$ cat src/rtl/spi_byte_rx_if.sv
// Receive-side word stream of spi_byte_rx: word, D/C flag, valid/ready handshake.
interface spi_byte_rx_if #(
  parameter int unsigned DATA_W = 8
);
  logic [DATA_W-1:0] rx_data;
  logic              rx_dc;
  logic              rx_valid;
  logic              rx_ready;

  modport master (
    output rx_data,
    output rx_dc,
    output rx_valid,
    input  rx_ready
  );

  modport slave (
    input  rx_data,
    input  rx_dc,
    input  rx_valid,
    output rx_ready
  );
endinterface

$ cat src/rtl/spi_byte_rx.sv
// spi_byte_rx: SPI mode-0 target deserializer with ILI9341 D/C capture.
// Bytes arrive MSB first on spi_mosi, sampled on synchronized SCLK rise, and are
// handed out through spi_byte_rx_if (valid/ready). Optional MISO transmit path is
// enabled by defining SPI_BYTE_RX_MISO_EN; the default build is receive-only.
module spi_byte_rx #(
  parameter int unsigned DATA_W      = 8,
  parameter int unsigned SYNC_STAGES = 2
) (
  input  logic              clk,
  input  logic              rst,
  input  logic              spi_sclk,
  input  logic              spi_cs_n,
  input  logic              spi_mosi,
  input  logic              spi_dc,
  spi_byte_rx_if.master     rx,
  output logic              rx_overrun,
  output logic              rx_frame_err,
  output logic              busy
`ifdef SPI_BYTE_RX_MISO_EN
  ,
  input  logic [DATA_W-1:0] tx_data,
  input  logic              tx_load,
  output logic              spi_miso
`endif
);

  localparam int unsigned CNT_W = $clog2(DATA_W);
  localparam logic [CNT_W-1:0] CNT_LAST = CNT_W'(DATA_W - 1);

  typedef enum logic [0:0] {
    ST_IDLE  = 1'b0,
    ST_SHIFT = 1'b1
  } state_t;

  logic [SYNC_STAGES-1:0] r_sclk_sync;
  logic [SYNC_STAGES-1:0] r_cs_sync;
  logic [SYNC_STAGES-1:0] r_mosi_sync;
  logic [SYNC_STAGES-1:0] r_dc_sync;
  logic                   r_sclk_d;
  logic                   r_cs_d;

  logic w_sclk_s, w_cs_s, w_mosi_s, w_dc_s;
  logic w_sclk_rise, w_cs_rise, w_cs_fall;

  state_t r_state, w_state_nxt;
  logic   w_clr_cnt, w_shift_en, w_frame_err;

  logic [CNT_W-1:0]  r_cnt;
  logic [DATA_W-1:0] r_shift;
  logic              r_done;
  logic              r_done_dc;

  logic [DATA_W-1:0] r_rx_data;
  logic              r_rx_dc;
  logic              r_rx_valid;
  logic              r_overrun;
  logic              r_frame_err;
  logic              r_busy;
  logic              w_hs, w_load;

`ifdef SPI_BYTE_RX_MISO_EN
  logic              w_sclk_fall;
  logic              w_tx_reload, w_tx_shift_en;
  logic [DATA_W-1:0] r_tx_shadow;
  logic              r_shadow_full;
  logic [DATA_W-1:0] r_tx_shift;
  logic [DATA_W-1:0] w_tx_shift_nxt;
  logic              r_miso;
`endif

  // Input synchronizers, reset to the bus idle levels.
  always_ff @(posedge clk or negedge rst) begin
    if (!rst) begin
      r_sclk_sync <= '0;
      r_cs_sync   <= '1;
      r_mosi_sync <= '0;
      r_dc_sync   <= '0;
      r_sclk_d    <= 1'b0;
      r_cs_d      <= 1'b1;
    end else begin
      r_sclk_sync <= {r_sclk_sync[SYNC_STAGES-2:0], spi_sclk};
      r_cs_sync   <= {r_cs_sync[SYNC_STAGES-2:0], spi_cs_n};
      r_mosi_sync <= {r_mosi_sync[SYNC_STAGES-2:0], spi_mosi};
      r_dc_sync   <= {r_dc_sync[SYNC_STAGES-2:0], spi_dc};
      r_sclk_d    <= w_sclk_s;
      r_cs_d      <= w_cs_s;
    end
  end

  assign w_sclk_s    = r_sclk_sync[SYNC_STAGES-1];
  assign w_cs_s      = r_cs_sync[SYNC_STAGES-1];
  assign w_mosi_s    = r_mosi_sync[SYNC_STAGES-1];
  assign w_dc_s      = r_dc_sync[SYNC_STAGES-1];
  assign w_sclk_rise = w_sclk_s & ~r_sclk_d;
  assign w_cs_rise   = w_cs_s & ~r_cs_d;
  assign w_cs_fall   = ~w_cs_s & r_cs_d;
`ifdef SPI_BYTE_RX_MISO_EN
  assign w_sclk_fall = ~w_sclk_s & r_sclk_d;
`endif

  // FSM state register.
  always_ff @(posedge clk or negedge rst) begin
    if (!rst) r_state <= ST_IDLE;
    else      r_state <= w_state_nxt;
  end

  // FSM next state: frame opens on CS_N fall, closes on CS_N rise.
  always_comb begin
    w_state_nxt = r_state;
    case (r_state)
      ST_IDLE:  if (w_cs_fall) w_state_nxt = ST_SHIFT;
      ST_SHIFT: if (w_cs_rise) w_state_nxt = ST_IDLE;
      default:  w_state_nxt = ST_IDLE;
    endcase
  end

  // FSM controls: CS_N rise takes priority over a coincident SCLK rise.
  always_comb begin
    w_clr_cnt   = 1'b0;
    w_shift_en  = 1'b0;
    w_frame_err = 1'b0;
`ifdef SPI_BYTE_RX_MISO_EN
    w_tx_reload   = 1'b0;
    w_tx_shift_en = 1'b0;
`endif
    case (r_state)
      ST_IDLE: begin
        if (w_cs_fall) begin
          w_clr_cnt = 1'b1;
`ifdef SPI_BYTE_RX_MISO_EN
          w_tx_reload = 1'b1;
`endif
        end
      end
      ST_SHIFT: begin
        if (w_cs_rise) begin
          w_clr_cnt   = 1'b1;
          w_frame_err = (r_cnt != '0);
        end else if (w_sclk_rise) begin
          w_shift_en = 1'b1;
        end
`ifdef SPI_BYTE_RX_MISO_EN
        // After the last bit of a word (count wrapped) the fall presents the next word.
        else if (w_sclk_fall) begin
          if (r_cnt == '0) w_tx_reload   = 1'b1;
          else             w_tx_shift_en = 1'b1;
        end
`endif
      end
      default: ;
    endcase
  end

  // Receive shift register and bit counter; r_done flags a completed word.
  always_ff @(posedge clk or negedge rst) begin
    if (!rst) begin
      r_cnt     <= '0;
      r_shift   <= '0;
      r_done    <= 1'b0;
      r_done_dc <= 1'b0;
    end else begin
      r_done <= w_shift_en && (r_cnt == CNT_LAST);
      if (w_clr_cnt) begin
        r_cnt <= '0;
      end else if (w_shift_en) begin
        r_shift <= {r_shift[DATA_W-2:0], w_mosi_s};
        r_cnt   <= (r_cnt == CNT_LAST) ? '0 : r_cnt + CNT_W'(1);
        if (r_cnt == CNT_LAST) r_done_dc <= w_dc_s;
      end
    end
  end

  assign w_hs   = r_rx_valid & rx.rx_ready;
  assign w_load = r_done & (~r_rx_valid | rx.rx_ready);

  // Output port: load on free slot, otherwise drop and flag overrun.
  always_ff @(posedge clk or negedge rst) begin
    if (!rst) begin
      r_rx_data   <= '0;
      r_rx_dc     <= 1'b0;
      r_rx_valid  <= 1'b0;
      r_overrun   <= 1'b0;
      r_frame_err <= 1'b0;
      r_busy      <= 1'b0;
    end else begin
      if (w_load) begin
        r_rx_data  <= r_shift;
        r_rx_dc    <= r_done_dc;
        r_rx_valid <= 1'b1;
      end else if (w_hs) begin
        r_rx_valid <= 1'b0;
      end
      if (r_done && !w_load) r_overrun <= 1'b1;
      else if (w_hs)         r_overrun <= 1'b0;
      r_frame_err <= w_frame_err;
      r_busy      <= (w_state_nxt == ST_SHIFT);
    end
  end

  assign rx.rx_data   = r_rx_data;
  assign rx.rx_dc     = r_rx_dc;
  assign rx.rx_valid  = r_rx_valid;
  assign rx_overrun   = r_overrun;
  assign rx_frame_err = r_frame_err;
  assign busy         = r_busy;

`ifdef SPI_BYTE_RX_MISO_EN
  // Next transmit shift value: reload from shadow (0 if empty) or shift left.
  always_comb begin
    w_tx_shift_nxt = r_tx_shift;
    if (w_tx_reload)        w_tx_shift_nxt = r_shadow_full ? r_tx_shadow : '0;
    else if (w_tx_shift_en) w_tx_shift_nxt = {r_tx_shift[DATA_W-2:0], 1'b0};
  end

  // Transmit shadow, shift register and registered MISO pin.
  always_ff @(posedge clk or negedge rst) begin
    if (!rst) begin
      r_tx_shadow   <= '0;
      r_shadow_full <= 1'b0;
      r_tx_shift    <= '0;
      r_miso        <= 1'b0;
    end else begin
      r_tx_shift <= w_tx_shift_nxt;
      r_miso     <= (w_state_nxt == ST_SHIFT) ? w_tx_shift_nxt[DATA_W-1] : 1'b0;
      if (w_tx_reload) r_shadow_full <= 1'b0;
      if (tx_load) begin
        r_tx_shadow   <= tx_data;
        r_shadow_full <= 1'b1;
      end
    end
  end

  assign spi_miso = r_miso;
`endif

endmodule

$ cat src/flat_wrapper.sv
// flat-port wrapper written by rule: the top's interface ports become plain ports
module spi_byte_rx_flat 
#(
  parameter int unsigned DATA_W      = 8,
  parameter int unsigned SYNC_STAGES = 2
)
  (clk, rst, spi_sclk, spi_cs_n, spi_mosi, spi_dc, rx_overrun, rx_frame_err, busy, rx_rx_data, rx_rx_dc, rx_rx_valid, rx_rx_ready);
  spi_byte_rx_if #(.DATA_W(DATA_W)) rx_i ();
  input  logic clk;
  input  logic rst;
  input  logic spi_sclk;
  input  logic spi_cs_n;
  input  logic spi_mosi;
  input  logic spi_dc;
  output logic rx_overrun;
  output logic rx_frame_err;
  output logic busy;
  output wire logic [$bits(rx_i.rx_data)-1:0] rx_rx_data;
  output wire logic [$bits(rx_i.rx_dc)-1:0] rx_rx_dc;
  output wire logic [$bits(rx_i.rx_valid)-1:0] rx_rx_valid;
  input wire logic [$bits(rx_i.rx_ready)-1:0] rx_rx_ready;
  assign rx_rx_data = rx_i.rx_data;
  assign rx_rx_dc = rx_i.rx_dc;
  assign rx_rx_valid = rx_i.rx_valid;
  assign rx_i.rx_ready = rx_rx_ready;
  spi_byte_rx #(.DATA_W(DATA_W), .SYNC_STAGES(SYNC_STAGES)) u_core (.clk(clk), .rst(rst), .spi_sclk(spi_sclk), .spi_cs_n(spi_cs_n), .spi_mosi(spi_mosi), .spi_dc(spi_dc), .rx(rx_i), .rx_overrun(rx_overrun), .rx_frame_err(rx_frame_err), .busy(busy));
endmodule
$ cat config.mk
export PLATFORM = sky130hd
export DESIGN_NAME = spi_byte_rx_flat
export DESIGN_NICKNAME = d
export VERILOG_FILES = /design/src/rtl/spi_byte_rx_if.sv /design/src/rtl/spi_byte_rx.sv /design/src/flat_wrapper.sv
export SDC_FILE = /design/constraint.sdc
export NUM_CORES = 1
export LEC_CHECK = 0
export ABC_AREA = 1
export BUFFER_PORTS_ARGS = -buffer_cell sky130_fd_sc_hd__buf_2
export CAP_MARGIN = 20
export CORE_UTILIZATION = 30
export CTS_BUF_LIST = sky130_fd_sc_hd__clkbuf_4 sky130_fd_sc_hd__clkbuf_8
export CTS_CLUSTER_DIAMETER = 40
export DETAILED_ROUTE_END_ITERATION = 8
export PLACE_DENSITY = 0.48
export SLEW_MARGIN = 20
export SYNTH_ARGS = -nofsm -noshare
export SYNTH_HDL_FRONTEND = slang
export SYNTH_SLANG_ARGS = --single-unit
$ cat constraint.sdc
create_clock -name clk -period 1.15 [get_ports clk]
set_input_delay 0 -clock clk [delete_from_list [all_inputs] [get_ports clk]]
set_output_delay 0 -clock clk [all_outputs]
set_load 0.01 [all_outputs]
Word-level counts from Yosys, hierarchy flattened:

Cells that the tools add are included.

* output and inout port bits: 13
* register bits: 36
* word-level logic and storage cells: 55

* eq/ne operators: 1
* bitwise gates (word level): 12
* reductions and logical operators: 9
* muxes and demuxes: 16
* $add $sub $neg: 1

Operators with widths (count)
* $mux 1: 11
* $mux 3: 3
* $not 1->1: 6
* $reduce_bool 2->1: 3
* $and 1x1->1: 5
* $pmux 1 s2: 2
* $add 3x1->3 const B: 1
* $eq 3x3->1 const B: 1
* $reduce_and 3->1: 1
* $reduce_bool 3->1: 1
* $logic_and 1x1->1: 2
* $reduce_and 2->1: 1
* $logic_not 1->1: 1
* $or 1x1->1: 1

Depth between registers and ports, before layout:

Gate-level depths: netlist (run 1).

* depth after elaboration: 7
* mapped depth: 6
* mapped depth without buffers: 6

Least setup slack after synthesis (run 1):

OpenSTA, ideal clock, no wires.

* kind: register -> register
* from: reg u_core.r_cs_d
* to: reg u_core.r_cnt[2]
* period minus slack after synthesis: 1.164 ns
* arrival: 1.047 ns
* setup slack: -0.014 ns
* buffers on the path: 1
* library setup time: 0.117 ns
* stages on the path, launching flop included: 7
* cells stage by stage: dfstp_2 inv_1 nand2_2 nand3_4 buf_6 nand3_1 nand2_1

* longest elaborated chain between the ends: 5
* elaborated cells between the ends (all ways): 10
* those cells by class: mux: 6; bitwise: 3; reduce/logical: 1

Ends and longest elaborated chain
* from (decl): line spi_byte_rx.sv:40 `logic r_cs_d;`
* from (signal assigned): line spi_byte_rx.sv:86 `r_cs_d <= w_cs_s;`
* $not 1->1: line spi_byte_rx.sv:95 `assign w_cs_rise = w_cs_s & ~r_cs_d;`
* $and 1x1->1: line spi_byte_rx.sv:95
* $mux 1: line spi_byte_rx.sv:136 `if (w_cs_rise) begin`
* $pmux 1 s2 / $mux 1 (equally long branches): line spi_byte_rx.sv:126 `case (r_state)`
* $mux 3 / $reduce_bool 2->1 (equally long branches)
* to (signal assigned): line spi_byte_rx.sv:167 `r_cnt <= (r_cnt == CNT_LAST) ? '0 : r_cnt + CNT_W'(1);`
* to (decl): line spi_byte_rx.sv:48 `logic [CNT_W-1:0] r_cnt;`

Several ways; a longest one is shown, not always the timed one.
A chain may end at the register's enable or synchronous reset.

Worst setup path in the final report (run 1):

* from: reg u_core.r_cs_d
* to: reg u_core.r_shift[7]

* longest elaborated chain between the ends: 6
* elaborated cells between the ends (all ways): 10
* those cells by class: mux: 5; bitwise: 4; reduce/logical: 1

Ends and longest elaborated chain
* $not 1->1: line spi_byte_rx.sv:95
* $and 1x1->1: line spi_byte_rx.sv:95
* $mux 1: line spi_byte_rx.sv:136
* $pmux 1 s2: line spi_byte_rx.sv:126
* $not 1->1 (no line)
* $reduce_and 2->1 (no line) (*)
* to (signal assigned): line spi_byte_rx.sv:166 `r_shift <= {r_shift[DATA_W-2:0], w_mosi_s};`
* to (decl): line spi_byte_rx.sv:49 `logic [DATA_W-1:0] r_shift;`

Mark *: on every way between the ends. The rest lies on a longest branch, timed or not.

==> metrics.md, run 1 <==
| Metric | Value |
|---|---|
| Final Wtd Congestion | 0.7300 |
| Routed met3 length | 115 um |
| Main combinational cell family by area after synthesis | simple AND/OR/NAND/NOR gates |
| Core Util, Final | 0.3957 |
| RSZ-0062 raised after global routing | true |
| Critical Path, Cell by Cell | inv_2 > nand2_4 > nand3_4 > nand2_2 > o21ai_2 |
| Max-slew violations | 0 |
| Grt ovf | 0 |
| Leak | 0.8887 nW |
| Initial antenna violation count | 0 |
| Register area | 905.9 sq um |
| Compound-cell area share of the yosys netlist | 0.08837 |
| Adder-Cell Fraction of Synth Area | 0.02705 |
| Finished Layout Cells | 213 |
| Power Dens Cells | 1600 nW/um^2 |
| Final Skew | 0.003296 ns |
| Die Wd | 70.01 um |
| MaxCap Viol Count | 0 |
| Top-Level Pins | 20 |
| Pin count of the biggest net entering global routing | 37 |
| Pre-CTS setup slack | -0.04634 ns |
| Setup CP Type | reg2reg |
| Worst slew margin | 0.7003 |
| Post-Place Cells | 197 |
| Worst path buffer plus inverter count | 1 |
| TritonCTS clock tree | yes |
| Die height | 70.01 um |
| Die area | 4901 sq um |
| Fin worst setup slack | 0.02245 ns |
| Fraction of layout cells with a size suffix above 1 | 0.3416 |
| Detailed Place HPWL | 1582 um |
| Port Buf Inserts | 19 |
| # DRC | 0 |
| Gr usage total | 0.1128 |
| Area of the mapped netlist | 1388 sq um |
| Finish-stage setup viols | 0 |
| Clock latency on the worst-skew pair | 0.28 ns |
| Fmax | 886.9 MHz |
| Site Rows | 24 |
| Synth-to-layout area growth | 25.88% |
| Vias per cell | 4.479 |
| Path type of the worst min-delay path | in2async |
| Fin. Hold Viols | 0 |
| ANT nets after route | 0 |
| Synth warnings | 0 |
| Wirelength, routed | 2357 um |
| Flops & latches, synth | 36 |
| Worst EP arrival | 1.30 ns |
| Number of buffers created by CTS | 5 |
| Synth Area in XOR/XNOR | 0 |
| First-pass GRT wire length | 4209 um |
| Critical Path Source Type | register |
| Area of the multi-input gates | 425.4 sq um |
| Max VDD drop | 0.5553 mV |
| CTS max path bufs | 2 |
| Run status | finished clean |
| Vias in the first global route | 934 |
| Clock edge transition at the registers on the reported setup and hold paths | 0.07 ns |
| Simple-gate share of the synthesized area | 0.1695 |
| Yosys cell types | 20 |
| DR iter-0 viols | 39 |
| Core area | 4414 sq um |
| Detailed-route via count | 954 |
| Antenna Diode Count | 0 |
| CP peak stage delay | 0.54 ns |
| WL/cell | 11.07 um |
| Root Buffer | clkbuf_8 |
| Post-synthesis mux area share | 0 |
| CTS sink count | 36 |
| Worst setup EP type | register |
| Critical Path Fanout Max | 9 |
| Tcrit/Tclk final | 0.9805 |
| Post-Syn Nets | 136 |
| # nets final | 170 |
| Sequential cell area fraction in the yosys report | 0.6519 |
| Top delay family on crit path | flip-flops |
| Initial core utilization | 0.3143 |
| WL met1 | 1002 um |
| Crit path time final | 1.128 ns |
| Met2 WL post-DR | 1197 um |
| Slew @ Worst Pin | 0.4495 ns |
| Cell count after synthesis | 126 |
| H-tree Lvls | 2 |
| First drt pass iteration count | 4 |
| Syn_area_per_cell | 11.01 sq um |
| Top Metal Used | met4 |
| Fillers | 442 |
| Slowest CP cell | dfstp_2 |
| Worst EP required | 1.32 ns |
routing by layer:
metal	vias to the layer above	GRT usage
li1	470	-
met1	455	0.1273
met2	23	0.1902
met3	6	0.04329
met4	0	0.04667
met5	-	0
final cells by class:
type,count,area share
flip-flops and latches,36,0.5186
multi-input cells,70,0.2436
repair buffers,28,0.1039
clock buffers,8,0.05587
inverters,19,0.04083
well taps,52,0.03725
registers in the layout (all words and copies together) (netlist names), 2 cells and up:
name,cells
u_core.r_cnt,3
u_core.rx.rx_data,8
u_core.r_shift,8
u_core.r_mosi_sync,2
u_core.r_sclk_sync,2
u_core.r_dc_sync,2
u_core.r_cs_sync,2
timing repair:
item / 4_1_cts / 5_1_grt
endpoints found under the setup margin: 11 / 11
hold endpoints to repair: 38 / 0
buffers inserted: 0 / 1
pin swaps: 0 / 2
gates cloned: 1 / 0
hold buffers: 6 / 0
gates resized for setup: 1 / 5
power by group:
part	switching [mW]	total (mW)	internal, mW
registers	0.0850	1.48	1.39
clock network	0.413	0.948	0.535
logic	0.229	0.369	0.140
Yosys cell counts:
master	number	area, sq um
nand4_1	3	18.77
nor2_1	1	3.750
dfstp_2	3	78.83
nand3_4	1	17.52
inv_2	3	11.26
nand2_2	3	18.77
nor2_8	1	20.02
dfrtp_1	33	825.8
buf_2	1	5.000
o21ai_0	1	5.000
a211oi_1	1	7.510
buf_6	1	11.26
a21oi_2	1	8.760
nand2_1	31	116.4
ha_1	3	37.54
nand3_1	8	40.04
inv_1	16	60.06
o21ai_2	7	61.31
a21oi_1	1	5.000
o21ai_1	7	35.03
through the flow:
| step | hold slack [ns] | setup TNS, ns | power, mW | instance area, sq um |
|---|---|---|---|---|
| 2_1_floorplan | -0.2956 | 0 | 1.721 | 1393 |
| 3_3_place_gp | 0.06115 | -0.04696 | 1.817 | 1551 |
| 3_5_place_dp | 0.06933 | -0.3663 | 1.833 | 1551 |
| 4_1_cts | 0.2968 | 0 | 2.828 | 1727 |
| 5_1_grt | 0.3303 | -0.1182 | 2.965 | 1747 |
| 6_report | 0.2786 | 0 | 2.795 | 1747 |
placed cells by master (no fill, tap or decap), types with 2 or more instances in the layout:
cell type      instances
inv_1                 15
buf_2                 19
nand4_1                3
nand3_4                2
o21ai_1                7
clkbuf_4               2
nand2_1               28
dfrtp_1               32
inv_2                  4
clkbuf_8               6
nand3_1                8
nand2_2                5
ha_1                   3
o21ai_2                7
buf_4                  2
dlygate4sd3_1          6
dfstp_2                3
cell families after synthesis:
kind of cell,Yosys count
AND/OR/NAND/NOR,48
flip-flops,36
buffers and inverters,21
AO/OA/AOI/OAI,18
adder cells (fa/ha/maj),3
tightest hold or removal path, delay by kind of cell:
family,cells,cell delay (ns)
buffers and inverters,3,0.99
worst paths after layout:
path / slack (ns) / end / cells after the start / start
hold reg to reg: 0.35 / u_core.r_sclk_sync[1] / 0 / u_core.r_sclk_sync[0]
setup / recovery: 0.02 / u_core.r_shift[7] / 5 / u_core.r_cs_d
hold / removal: 0.28 / u_core.rx_frame_err / 3 / rst
setup reg to reg: 0.02 / u_core.r_shift[7] / 5 / u_core.r_cs_d
min in group clk: 0.35 / u_core.r_sclk_sync[1] / 0 / u_core.r_sclk_sync[0]
max in group asynchronous: 0.52 / u_core.r_cs_sync[0] / 3 / rst
No activity file was read; power rests on OpenSTA's default activity.
==> run 2, diff against run 1 <==
--- a/config.mk
+++ b/config.mk
@@ -13,4 +13,5 @@
 export CTS_CLUSTER_DIAMETER = 40
 export DETAILED_ROUTE_END_ITERATION = 8
+export MAX_ROUTING_LAYER = met4
 export PLACE_DENSITY = 0.48
 export SLEW_MARGIN = 20
==> constraint.sdc (replaced) <==
create_clock -name clk -period 1.15 [get_ports clk]
set_input_delay 0.2875 -clock clk [delete_from_list [all_inputs] [get_ports clk]]
set_output_delay 0.2875 -clock clk [all_outputs]
set_load 0.01 [all_outputs]
==> run 2 against run 1 <==
Effect of this change:
- via count is 0.31% higher
- design area is 0.36% higher
- clock skew is 0.0019 ns higher
==> metrics.md, run 2 (synthesized netlist as in run 1, its figures left out) <==
| Metric | Value |
|---|---|
| Fin worst setup slack | 0.01075 ns (-0.01170 ns) |
| Min-delay src | spi_cs_n |
| Initial core utilization | 0.3143 (unchanged) |
| Critical Path Source Type | register |
| Register area | 905.9 sq um (unchanged) |
| Clock edge transition at the registers on the reported setup and hold paths | 0.07 ns (about the same) |
| Vias per cell | 4.514 (+0.79%) |
| Critical Path, Cell by Cell | ha_1 > ha_2 > nand3_1 > nand2_1 |
| Die area | 4901 sq um (unchanged) |
| Top delay family on crit path | adder cells |
| Die height | 70.01 um (unchanged) |
| Crit path from | u_core.r_cnt[0] |
| DR iter-0 viols | 26 (-33%) |
| Worst setup EP type | register |
| CTS sink count | 36 (unchanged) |
| Leak | 0.8925 nW (+0.43%) |
| Final Skew | 0.005147 ns (+0.001851 ns) |
| Root Buffer | clkbuf_8 |
| WHS | 0.1003 ns (-0.1783 ns) |
| # DRC | 0 (unchanged) |
| Setup CP Type | reg2reg |
| Slowest CP cell | dfrtp_1 |
| Post-Place Cells | 197 (unchanged) |
| Commonest non-fill, non-tap cell in the layout | dfrtp_1 |
| Wirelength, routed | 2543 um (+7.9%) |
| Path type of the worst min-delay path | in2reg |
| Tcrit/Tclk final | 0.9906 (+0.01017) |
| Power Dens Cells | 1620 nW/um^2 (+1.2%) |
| Synth-to-layout area growth | 26.33% |
| Most frequent cells in the layout | dfrtp_1, nand2_1, buf_2 |
| WL/cell | 12.00 um (+8.4%) |
| Die Wd | 70.01 um (unchanged) |
| Worst Hold Endpoint | u_core.r_cs_sync[0] |
| Port Buf Inserts | 19 (unchanged) |
| Finished Layout Cells | 212 (-0.47%) |
| Grt ovf | 0 (unchanged) |
| Fin. Hold Viols | 0 (unchanged) |
| Clock latency on the worst-skew pair | 0.28 ns (about the same) |
| Worst EP arrival | 1.36 ns (+0.06 ns) |
| Gr usage total | 0.1140 (+0.001179) |
| Area of the multi-input gates | 432.9 sq um (+1.8%) |
| Worst EP required | 1.37 ns (+0.05 ns) |
| Worst Hold Path Cells | 1 |
| R2R depth | 4 (-1) |
| ANT nets after route | 0 (unchanged) |
| Crit path time final | 1.139 ns (+0.01170 ns) |
| Pin count of the biggest net entering global routing | 25 (-32%) |
| First drt pass iteration count | 4 (unchanged) |
| MaxCap Viol Count | 0 (unchanged) |
| First-pass GRT wire length | 4146 um (-1.5%) |
| Worst path buffer plus inverter count | 0 (-1) |
| Total Power | 2.839 mW (+1.6%) |
| CP peak stage delay | 0.41 ns (-0.13 ns) |
| Slew @ Worst Pin | 0.3180 ns (-0.1315 ns) |
| Site Rows | 24 (unchanged) |
| Finish-stage setup viols | 0 (unchanged) |
| Worst slew margin | 0.7880 (+0.08764) |
| R2R Path End | u_core.r_cnt[2] |
| Final Wtd Congestion | 0.7672 (+5.1%) |
| Worst reg-to-reg setup slack | 0.01 ns (about the same) |
| Fraction of layout cells with a size suffix above 1 | 0.3688 (+0.02714) |
| Number of buffers created by CTS | 5 (unchanged) |
| Antenna Diode Count | 0 (unchanged) |
| FF-to-FF Start | u_core.r_cnt[0] |
| H-tree Lvls | 2 (unchanged) |
| Max-slew violations | 0 (unchanged) |
| Critical Path Fanout Max | 3 (-6) |
| Detailed-route via count | 957 (+0.31%) |
| Pre-CTS setup slack | -0.04701 ns (-0.0006647 ns) |
| Fillers | 446 (+0.90%) |
| RSZ-0062 raised after global routing | true |
| # nets final | 169 (-0.59%) |
| TritonCTS clock tree | yes |
| Top-Level Pins | 20 (unchanged) |
| Vias in the first global route | 941 (+0.75%) |
| Fmax | 877.8 MHz (-1.0%) |
| Max VDD drop | 0.5862 mV (+5.6%) |
| Core area | 4414 sq um (unchanged) |
| Detailed Place HPWL | 1722 um (+8.8%) |
| Run status | finished clean |
| Initial antenna violation count | 0 (unchanged) |
| CTS max path bufs | 2 (unchanged) |
run 2: worst max-delay path by stage:
stage / to / slack [ns] / cells past startpoint
after global placement: u_core.r_cnt[1] / -0.01 / 5
after floorplan: u_core.r_cnt[2] / 0.02 / 6
after global routing: u_core.r_done_dc / -0.04 / 5
after detailed placement: u_core.r_cnt[2] / -0.05 / 5
after CTS: u_core.r_shift[3] / -0.06 / 5
final: u_core.r_cnt[2] / 0.01 / 4
run 2: power breakdown:
group	internal (mW)	switching, mW	leakage, nW
clock	0.535	0.412	0.0523
sequential	1.39	0.0676	0.468
combinational	0.168	0.264	0.372
total	2.10	0.744	0.892
run 2: per-stage QoR:
| stage | cell area, sq um | TNS, ns | utilization |
|---|---|---|---|
| after floorplan | 1393 | 0 | - |
| after global placement | 1564 | -0.07966 | 0.3543 |
| after detailed placement | 1564 | -0.3375 | 0.3543 |
| after CTS | 1673 | -0.4806 | 0.3790 |
| after global routing | 1753 | -0.2991 | 0.3971 |
| final | 1753 | 0 | 0.3971 |
run 2: per-layer routing:
metal	track usage	part of all wire	vias up
met1	0.1232	0.42	463
met3	0.04473	0.046	5
met4	0.04667	0.017	0
met2	0.1870	0.52	21
met5	-	0	-
li1	-	-	468
run 2: area by class of cell:
type	count	share of cell area
clock buffer	8	0.05567
inverter	19	0.04069
multi-input combinational	70	0.2470
sequential	36	0.5168
tap	52	0.03712
timing repair buffer	27	0.1028
run 2: repair_timing:
item	in CTS	in global routing
endpoints found under the hold margin	9	0
hold buffers	1	0
resized for setup	1	7
pin swaps	0	0
endpoints found under the setup margin	12	15
gates cloned	0	1
setup buffers	0	5
==> run 3, diff against run 2 <==
PLACE_DENSITY = default   (was 0.48)
==> run 3 against run 2 <==
Effect of this change:
- register-to-register slack about the same
- first-iteration DRC count rose to 3.2 times the previous value
- sequential power is essentially flat
- clock power is 14% higher
==> metrics.md, run 3 (synthesized netlist as in run 1, its figures left out) <==
| Metric | Value |
|---|---|
| Critical Path, Cell by Cell | inv_2 > nand2_4 > buf_6 > nand4_1 > nand2_1 > nand2_1 |
| Root Buffer | clkbuf_8 |
| Max VDD drop | 0.8521 mV (+45%) |
| Antenna Diode Count | 0 (unchanged) |
| ANT nets after route | 0 (unchanged) |
| Pin count of the biggest net entering global routing | 21 (-16%) |
| Fmax | 880.5 MHz (+0.31%) |
| Final Skew | 0.005739 ns (+0.0005919 ns) |
| Worst slew margin | 0.7272 (-0.06073) |
| Clock latency on the worst-skew pair | 0.28 ns (about the same) |
| Fillers | 444 (-0.45%) |
| Vias in the first global route | 882 (-6.3%) |
| Finish-stage setup viols | 0 (unchanged) |
| Area of the multi-input gates | 420.4 sq um (-2.9%) |
| Port Buf Inserts | 19 (unchanged) |
| Number of buffers created by CTS | 5 (unchanged) |
| Wirelength, routed | 2223 um (-13%) |
| Run status | finished clean |
| Critical Path Source Type | register |
| Crit path time final | 1.136 ns (-0.003529 ns) |
| First drt pass iteration count | 4 (unchanged) |
| Initial antenna violation count | 0 (unchanged) |
| Slowest CP cell | dfstp_2 |
| CTS sink count | 36 (unchanged) |
| DR iter-0 viols | 84 (+220%) |
| Fraction of layout cells with a size suffix above 1 | 0.3602 (-0.008502) |
| Commonest non-fill, non-tap cell in the layout | dfrtp_1 |
| Slew @ Worst Pin | 0.4091 ns (+0.09110 ns) |
| Worst path buffer plus inverter count | 2 (+2) |
| Critical Path Fanout Max | 4 (+1) |
| FF-to-FF Start | u_core.r_cs_d |
| WL/cell | 10.44 um (-13%) |
| Vias per cell | 4.362 (-3.4%) |
| Gr usage total | 0.1082 (-0.005783) |
| Fin worst setup slack | 0.01428 ns (+0.003529 ns) |
| CP most frequent cell | nand2_1 |
| Detailed Place HPWL | 1513 um (-12%) |
| Leak | 0.9038 nW (+1.3%) |
| Worst EP arrival | 1.31 ns (-0.05 ns) |
| Top delay family on crit path | flip-flops |
| Detailed-route via count | 929 (-2.9%) |
| Top-Level Pins | 20 (unchanged) |
| Power Dens Cells | 1681 nW/um^2 (+3.8%) |
| Path type of the worst min-delay path | in2reg |
| Total Power | 2.951 mW (+3.9%) |
| Setup CP Type | reg2reg |
| Max-slew violations | 0 (unchanged) |
| Clock edge transition at the registers on the reported setup and hold paths | 0.07 ns (about the same) |
| Worst EP required | 1.32 ns (-0.05 ns) |
| Fin. Hold Viols | 0 (unchanged) |
| RSZ-0062 raised after global routing | true |
| Core Util, Final | 0.3977 (+0.0005670) |
| Register area | 905.9 sq um (unchanged) |
| Min-delay src | spi_cs_n |
| # nets final | 170 (+0.59%) |
| # DRC | 0 (unchanged) |
| Die height | 70.01 um (unchanged) |
| Final Wtd Congestion | 0.8314 (+8.4%) |
| Grt ovf | 0 (unchanged) |
| Site Rows | 24 (unchanged) |
| Worst setup EP type | register |
| Die area | 4901 sq um (unchanged) |
| Synth-to-layout area growth | 26.51% |
| H-tree Lvls | 2 (unchanged) |
| Crit path from | u_core.r_cs_d |
| CP peak stage delay | 0.54 ns (+0.13 ns) |
| Finished Cell Area | 1755 sq um (+0.14%) |
| CTS max path bufs | 2 (unchanged) |
| TritonCTS clock tree | yes |
| Tcrit/Tclk final | 0.9876 (-0.003069) |
| First-pass GRT wire length | 3912 um (-5.6%) |
| Most frequent cells in the layout | dfrtp_1, nand2_1, buf_2 |
| Initial core utilization | 0.3143 (unchanged) |
| MaxCap Viol Count | 0 (unchanged) |
| Area after DPL | 1572 sq um (+0.48%) |
| Pre-CTS setup slack | -0.03933 ns (+0.007677 ns) |
| Die Wd | 70.01 um (unchanged) |
| Core area | 4414 sq um (unchanged) |
run 3: changes by cell type in the layout (fill, tap and decap cells not counted), sizes merged:
cell / before / now
buf: 26 / 27
bufinv: 0 / 1
clkbuf: 8 / 6
clkinv: 0 / 1
run 3: repair_timing:
action | 4_1_cts | 5_1_grt
pin swaps | 0 | 2
endpoints found under the setup margin | 12 | 15
cloned | 0 | 1
setup buffers | 0 | 5
resized for setup | 1 | 3
hold endpoints to repair | 13 | 0
hold buffers | 1 | 0
run 3: layout make-up:
cell class | count | share of cell area
Clock buffer | 6 | 0.04348
Multi-Input combinational cell | 70 | 0.2395
Timing Repair Buffer | 28 | 0.1034
Clock inverter | 2 | 0.01996
Tap cell | 52 | 0.03706
Sequential cell | 36 | 0.5160
Inverter | 19 | 0.04063
run 3: final timing paths:
kind                                       end  slack, ns  cells past startpoint
max                           u_core.r_done_dc       0.01                      6
min in group asynchronous   u_core.rx.rx_valid       0.47                      2
max in group asynchronous    u_core.r_shift[0]       0.24                      3
min reg2reg                u_core.r_dc_sync[1]       0.35                      0
max reg2reg                   u_core.r_done_dc       0.01                      6
min                        u_core.r_cs_sync[0]       0.10                      1
run 3: metal layers:
metal / wire [um] / vias up / track usage
li1: - / 467 / -
met1: 977 / 432 / 0.1277
met2: 1087 / 26 / 0.1571
met3: 134 / 4 / 0.05195
met4: 23 / 0 / 0.04667
met5: 0 / - / -
run 3: power breakdown:
part / internal, mW / total (mW) / switching (mW)
registers: 1.39 / 1.46 / 0.0641
clock network: 0.666 / 1.08 / 0.418
logic: 0.163 / 0.411 / 0.247
total: 2.22 / 2.95 / 0.729
run 3: through the flow:
stage               setup TNS, ns  instances  hold WS [ns]
finish                          0        213        0.1010
CTS                       -0.3784        207       0.09230
floorplan                       0        126     -0.008091
global route              -0.1340        213       0.07524
global placement        -0.001069        198        0.2338
detailed placement        -0.2032        198        0.2390
